$ cat config.mk
export PLATFORM = sky130hd
export DESIGN_NAME = axi_grid_xni_w_steer
export DESIGN_NICKNAME = d
export VERILOG_FILES = /design/src/rtl/axi_grid_xni_w_steer.sv
export SDC_FILE = /design/constraint.sdc
export NUM_CORES = 1
export LEC_CHECK = 0
export ABC_CLOCK_PERIOD_IN_PS = 2900
export BUFFER_PORTS_ARGS = -buffer_cell sky130_fd_sc_hd__buf_2
export CAP_MARGIN = 10
export CORE_UTILIZATION = 35
export DETAILED_ROUTE_END_ITERATION = 12
export PLACE_DENSITY = 0.6
export SLEW_MARGIN = 20
export SYNTH_ARGS = -nofsm -noshare
export SYNTH_HDL_FRONTEND = slang
export SYNTH_SLANG_ARGS = --single-unit
$ cat constraint.sdc
create_clock -name clk_i -period 2.9 [get_ports clk_i]
set_input_delay 0.29 -clock clk_i [delete_from_list [all_inputs] [get_ports clk_i]]
set_output_delay 0.29 -clock clk_i [all_outputs]
set_load 0.01 [all_outputs]
$ cat src/rtl/axi_grid_xni_w_steer.sv
// AW/W grid steering stage: decodes the destination ID from each AW address,
// remembers it per burst in a small FIFO, tags every W beat of that burst with
// the same destination, and presents both channels through one-deep registers.
module axi_grid_xni_w_steer #(
    parameter int GRID_ID_W = 4,
    parameter int ADDR_W    = 32,
    parameter int DID_LSB   = 28,
    parameter int AW_CHAN_W = 64,
    parameter int W_CHAN_W  = 72,
    parameter int DEPTH     = 4,
    parameter int NI_ID     = 0
) (
    input  logic                         clk_i,
    input  logic                         rst_i,
    input  logic [ADDR_W-1:0]            awaddr_i,
    input  logic [AW_CHAN_W-1:0]         awchan_i,
    input  logic                         awvalid_i,
    output logic                         awready_o,
    output logic [GRID_ID_W-1:0]         awdid_o,
    output logic [GRID_ID_W-1:0]         awsid_o,
    output logic [AW_CHAN_W-1:0]         awchan_o,
    output logic                         awvalid_o,
    input  logic                         awready_i,
    input  logic [W_CHAN_W-1:0]          wchan_i,
    input  logic                         wlast_i,
    input  logic                         wvalid_i,
    output logic                         wready_o,
    output logic [GRID_ID_W-1:0]         wdid_o,
    output logic [GRID_ID_W-1:0]         wsid_o,
    output logic [W_CHAN_W-1:0]          wchan_o,
    output logic                         wlast_o,
    output logic                         wvalid_o,
    input  logic                         wready_i,
    output logic [$clog2(DEPTH+1)-1:0]   outstanding_o
);

    localparam int CNT_W = $clog2(DEPTH + 1);
    localparam int PTR_W = $clog2(DEPTH);

    logic                 aw_slot_free;
    logic                 w_slot_free;
    logic                 aw_fire;
    logic                 w_fire;
    logic                 pop;
    logic [GRID_ID_W-1:0] aw_did;
    logic [PTR_W-1:0]     wr_ptr;
    logic [PTR_W-1:0]     rd_ptr;
    logic [CNT_W-1:0]     count_next;
    logic [GRID_ID_W-1:0] did_mem [DEPTH];
    logic                 addr_unused;

    // Only the destination field of the address matters; the rest is folded
    // away so the remaining address bits are visibly intentionally ignored.
    assign addr_unused = ^awaddr_i;
    assign aw_did      = awaddr_i[DID_LSB +: GRID_ID_W];

    // Handshake qualification: AW blocks on a full FIFO, W blocks until a
    // destination has been recorded for its burst.
    assign aw_slot_free = !awvalid_o || awready_i;
    assign w_slot_free  = !wvalid_o || wready_i;
    assign awready_o    = aw_slot_free && (outstanding_o != CNT_W'(DEPTH));
    assign wready_o     = w_slot_free && (outstanding_o != '0);
    assign aw_fire      = awvalid_i && awready_o;
    assign w_fire       = wvalid_i && wready_o;
    assign pop          = w_fire && wlast_i;

    // Pointers wrap at DEPTH, which need not be a power of two.
    function automatic logic [PTR_W-1:0] ptr_inc(input logic [PTR_W-1:0] p);
        return (p == PTR_W'(DEPTH - 1)) ? '0 : p + PTR_W'(1);
    endfunction

    // Next occupancy: a simultaneous push and pop leaves the count unchanged.
    always_comb begin
        // NOTE: default assignment first so every path drives count_next and no latch is inferred.
        count_next = outstanding_o;
        if (aw_fire && !pop) begin
            count_next = outstanding_o + CNT_W'(1);
        end else if (pop && !aw_fire) begin
            count_next = outstanding_o - CNT_W'(1);
        end
    end

    // FIFO pointers and occupancy.
    always_ff @(posedge clk_i) begin
        // NOTE: non-blocking assignments so every register samples pre-edge values.
        if (rst_i) begin
            wr_ptr        <= '0;
            rd_ptr        <= '0;
            outstanding_o <= '0;
        end else begin
            if (aw_fire) wr_ptr <= ptr_inc(wr_ptr);
            if (pop)     rd_ptr <= ptr_inc(rd_ptr);
            outstanding_o <= count_next;
        end
    end

    // Destination storage, written on every AW accept.
    always_ff @(posedge clk_i) begin
        // NOTE: storage is not reset; clearing the pointers already makes stale entries unreachable.
        if (aw_fire) did_mem[wr_ptr] <= aw_did;
    end

    // AW output register: load on accept, drop valid once drained downstream.
    always_ff @(posedge clk_i) begin
        if (rst_i) begin
            awvalid_o <= 1'b0;
            awdid_o   <= '0;
            awsid_o   <= '0;
            awchan_o  <= '0;
        end else if (aw_fire) begin
            awvalid_o <= 1'b1;
            awdid_o   <= aw_did;
            awsid_o   <= GRID_ID_W'(NI_ID);
            awchan_o  <= awchan_i;
        end else if (awready_i) begin
            awvalid_o <= 1'b0;
        end
    end

    // W output register: beat tagged with the destination at the FIFO head.
    always_ff @(posedge clk_i) begin
        if (rst_i) begin
            wvalid_o <= 1'b0;
            wdid_o   <= '0;
            wsid_o   <= '0;
            wchan_o  <= '0;
            wlast_o  <= 1'b0;
        end else if (w_fire) begin
            wvalid_o <= 1'b1;
            wdid_o   <= did_mem[rd_ptr];
            wsid_o   <= GRID_ID_W'(NI_ID);
            wchan_o  <= wchan_i;
            wlast_o  <= wlast_i;
        end else if (wready_i) begin
            wvalid_o <= 1'b0;
        end
    end

endmodule

== Word level (Yosys, flattened, before mapping) ==
Memories as Yosys holds them, arrays and structs flattened. A register that Yosys moved wholly into a read port is not among the register bits.
Index checks and enable logic that the tools add are counted.
Storage, ports and cells
  register bits after elaboration: 150
  RAM bits: 16
  input port bits: 175
  output and inout port bits: 160
  logic and storage cells: 44
  memories: 1
Cells by class
  add/subtract/negate cells: 4
  equality and inequality tests: 3
  mux-type cells: 10
  reductions and logical operators: 17
Memories
  did_mem: words 4, bits a word 4, read ports 1, clocked after Yosys merged registers in 1, write ports 1, line 49  | logic [GRID_ID_W-1:0] did_mem [DEPTH];
Operators with widths (number)
  $logic_and A1 B1 Y1: 7
  $mux W1: 6
  $mux W3: 2
  $reduce_bool A2 Y1: 3
  $add A2 B1 Y2 const B: 2
  $eq A2 B2 Y1 const B: 2
  $logic_not A1 Y1: 4
  $mux W2: 2
  $add A3 B1 Y3 const B: 1
  $ne A3 B3 Y1 const B: 1
  $reduce_bool A3 Y1: 1
  $sub A3 B1 Y3 const B: 1
  $logic_or A1 B1 Y1: 2

== Longest topological paths before layout ==
  depth in word-level cells: 8
  gate-level depth with buffers: 10
  gate-level depth less buffers: 8

== Worst setup path before layout ==
Ideal clock, no wire load.
  path type: input -> register
  start: input port awvalid_i
  end: register outstanding_o[2]
  setup time: 70 ps
  arrival: 2187 ps
  data required time: 2830 ps
  path slack: 643 ps
  stages on the path: 10
  buffers on the path: 2
  path through: buf_2 inv_2 clkbuf_1 nor3_2 ha_1 inv_1 fa_1 xor2_1 or3_1 a21oi_1
Between the ends
  word-level cells in the longest chain between the ends: 4
  elaborated cells on any way between the ends: 6
  classes of those cells: mux: 1; reduce/logical: 5
RTL lines
  start, declared: line 17  | input logic awvalid_i,
  $logic_and A1 B1 Y1 *: line 63  | assign aw_fire = awvalid_i && awready_o;
  via aw_fire: line 42  | logic aw_fire;
  $logic_not A1 Y1: line 78  | end else if (pop && !aw_fire) begin
  $logic_and A1 B1 Y1: line 78
  $reduce_bool A2 Y1 (no line)
  end signal, assigned: line 93  | outstanding_o <= count_next;
  end, declared: line 34  | output logic [$clog2(DEPTH+1)-1:0] outstanding_o
Mark *: on every way through the listed nets, which the timed path passes. The rest lies on a longest branch.
A chain may end at the register's enable or synchronous reset.

== Final worst setup path ==
  start: register outstanding_o[2]
  end: output port awready_o
Between the ends
  word-level cells in the longest chain between the ends: 2
RTL lines
  $ne A3 B3 Y1: line 61  | assign awready_o = aw_slot_free && (outstanding_o != CNT_W'(DEPTH));
  $logic_and A1 B1 Y1: line 61
  end, declared: line 18  | output logic awready_o,
Every way passes these cells.

==> impl_metrics.yaml <==
outcome:
  status: "finished clean"
power:
  switching_share_pct: 40.1
  pwr-share-seq_pct: 37.0
  net-switching-power_mw: 3.28
  irDropWorstVdd_mv: 0.563
  cellLeakagePower_nw: 4.06
  p_int_mw: 4.89
  p_clk_share_pct: 25.6
  p_comb_share_pct: 37.4
  power_density_nw_per_um2: 873
synth:
  synth_mux_area_share_pct: 1.52
  synth_top_family_by_area: "compound AO/OA/AOI/OAI gates"
  synth_warnings: 0
  synth_compound_area_share_pct: 25.5
  ys_seq_elements: 170
  synth_area_um2: 7330
  yosysUniqueCellTypes: 33
  synth-xor-area-share_pct: 0.239
  syn_area_per_cell_um2: 9.30
  syn_inst: 788
  ys_seq_area_share_pct: 48.6
  synthAdderAreaFrac_pct: 1.30
  synth-simple-area-share_pct: 14.7
min_path:
  hold_depth: 3
  min_path_type: "in2reg"
  worstHoldEndpoint: "awchan_o[43]"
  hp-start: "awchan_i[43]"
routing:
  vias: 7230
  wirelength_um: 23500
  wl_per_cell_um: 18.3
  via_per_inst: 5.63
  drc: 0
  drt_iter0_markers: 495
  dr.pass1.iters: 5
  ant_nets: 0
global_route:
  antenna_found_initial: 1
  grt_usage_pct: 21.0
  grt_max_degree: 79
  grt_pass1_wl_um: 37000
  overflow: 0
  grt_pass1_vias: 6800
timing:
  slew_headroom_pct: 41.1
  max_freq_ghz: 0.406
  setup_violations: 0
  final-hold-violation-count: 0
  tightest_slew_ns: 0.883
  finClkSkew_ns: 0.0127
  slew_viol_final: 0
  fin_crit_sh_pct: 84.9
  fin_crit_ns: 2.46
  fin_tns_setup_ns: 0
  rsz0062_at_grt: "false"
finish:
  area_delta_synth_final_pct: 27.6
  layout_common_cells: "buf_2, dfxtp_1, a21oi_1"
  n_antenna_cell: 0
  final_area_um2: 9350
  layout_commonest_cell: "buf_2"
  fillers: 2036
  final_nets: 1184
  drive_above_1_share_pct: 35.2
critical_path:
  r2r_slack_ns: 0.51
  cp_slowest_stage_delay_ns: 0.69
  crit_fanout: 70
  cp.arrival_ns: 2.17
  crit_slowest_cell: "buf_4"
  cp_top_family: "buffers and inverters"
  crit_buf_inv: 2
  crit_required_ns: 2.61
  end_kind: "output port"
  startpoint_type: "register"
  rr_endpoint: "outstanding_o[2]"
  rr_worst_depth: 8
  reg2reg_from: "outstanding_o[0]"
  worstSetupPathType: "reg2out"
  crit_chain: "nor3b_2 > buf_4 > nor2_1 > buf_2"
clocking:
  ctsResizeCount: 0
  cts_max_level: 4
  cts.path.max_buffers: 2
  clock_sinks: 170
  clkTransAtPathRegs_ns: 0.08
  clock_latency_ns: 0.43
  cts_buffers: 17
  ctsHoldBuffers: 0
  cts_tree: "yes"
  post_cts_buffers: 0
  clockRootBuffer: "clkbuf_16"
place:
  port-buffer-count: 298
  place_area_um2: 8830
  dp_hpwl_um: 14000
  place_congestion: 0.791
die:
  die_x_um: 147
  design.die.area_um2: 21500
  row_count: 52
  die_h_um: 147
  io_pins: 335
  coreArea_um2: 20400
  initial_utilization_pct: 36.0
flow_run:
  maxCapViolations: 0
==> through the flow <==
stage                     setup WS (ns)  power [mW]  std cells  utilization [%]  hold slack (ns)
after floorplan                   0.643        5.18        795                -            0.389
after global placement            0.560        6.10       1253             43.3            0.451
after detailed placement          0.532        6.12       1253             43.3            0.458
after CTS                         0.404        8.22       1285             45.9           0.0900
after global routing              0.246        8.63       1285             45.9           0.0959
final                             0.439        8.17       1285             45.9            0.108
==> power by group through the flow <==
stage	Combinational (mW)	Sequential, mW	Clock [mW]
finish	3.05	3.03	2.09
global route	3.31	3.08	2.24
CTS	3.05	3.03	2.15
detailed placement	3.04	3.08	0
global placement	3.04	3.06	0
floorplan	1.94	3.24	0
==> worst max path at each step <==
| stage | startpoint | endpoint | slack (ns) | cells after the start |
|---|---|---|---|---|
| floorplan | awvalid_i | outstanding_o[2] | 0.64 | 10 |
| global placement | outstanding_o[0] | outstanding_o[2] | 0.56 | 8 |
| detailed placement | outstanding_o[0] | outstanding_o[2] | 0.53 | 8 |
| CTS | outstanding_o[2] | awready_o | 0.40 | 4 |
| global route | outstanding_o[2] | awready_o | 0.25 | 4 |
| finish | outstanding_o[2] | awready_o | 0.44 | 4 |
==> layer usage <==
metal / track usage, % / share of wire [%] / vias to the layer above
met5: 0 / 0.034 / -
met4: 4.84 / 1.0 / 2
met3: 6.89 / 8.8 / 17
met2: 32.3 / 46 / 291
met1: 28.3 / 44 / 3442
li1: - / - / 3478
==> worst register-to-register path, cell delays in order (launching register included) <==
cell and delay, ns:
dfxtp_1 0.41, or3_2 0.50, nand3_1 0.17, ha_1 0.22
inv_1 0.06, fa_1 0.37, xor2_1 0.16, or3_1 0.30
a21oi_1 0.14
==> cell type report <==
type	instances	area, µm²	area share [%]
clock buffers	20	437	4.67
flip-flops and latches	170	3560	38.1
multi-input cells	495	3230	34.5
well taps	270	338	3.61
repair buffers	313	1680	18.0
clock inverters	12	90.1	0.963
inverters	5	18.8	0.201
==> kinds of logic after synthesis <==
family / Yosys count
buffers and inverters: 130
AOI/OAI and AO/OA: 299
xor gates and xnor gates: 2
DFF: 170
other: 1
muxes: 6
adders and majority gates: 7
and+or+nand+nor: 173
==> registers in the layout, summed over array words and instances, names as in the netlist <==
name / count
rd_ptr: 2
awvalid_o: 1
wvalid_o: 1
did_mem: 16
awdid_o: 4
wdid_o: 4
awchan_o: 64
wr_ptr: 2
wlast_o: 1
outstanding_o: 3
wchan_o: 72
==> synthesized netlist by cell type <==
cell type / n / area share, %
nand2b_1: 2 / 0.17
buf_4: 10 / 1.0
nand3_1: 1 / 0.068
fa_1: 1 / 0.27
buf_6: 4 / 0.61
a21oi_1: 150 / 10
xor2_1: 2 / 0.24
o31ai_1: 148 / 15
o21ai_0: 1 / 0.068
nor3_4: 1 / 0.22
nor2b_1: 3 / 0.26
and2_1: 5 / 0.43
buf_2: 30 / 2.0
mux2i_1: 1 / 0.14
clkbuf_1: 60 / 3.1
mux2_2: 1 / 0.15
nor3_2: 1 / 0.14
nor2_1: 6 / 0.31
nand2_1: 1 / 0.051
or3b_1: 1 / 0.12
nor3b_1: 1 / 0.10
dfxtp_1: 154 / 42
clkbuf_2: 1 / 0.068
nand4_1: 147 / 13
ha_1: 6 / 1.0
buf_1: 20 / 1.0
edfxtp_1: 16 / 6.6
conb_1: 1 / 0.051
mux4_2: 4 / 1.2
or3_1: 2 / 0.17
inv_1: 3 / 0.15
inv_2: 2 / 0.10
nor3_1: 2 / 0.14
No activity file was read; power rests on OpenSTA's default activity.
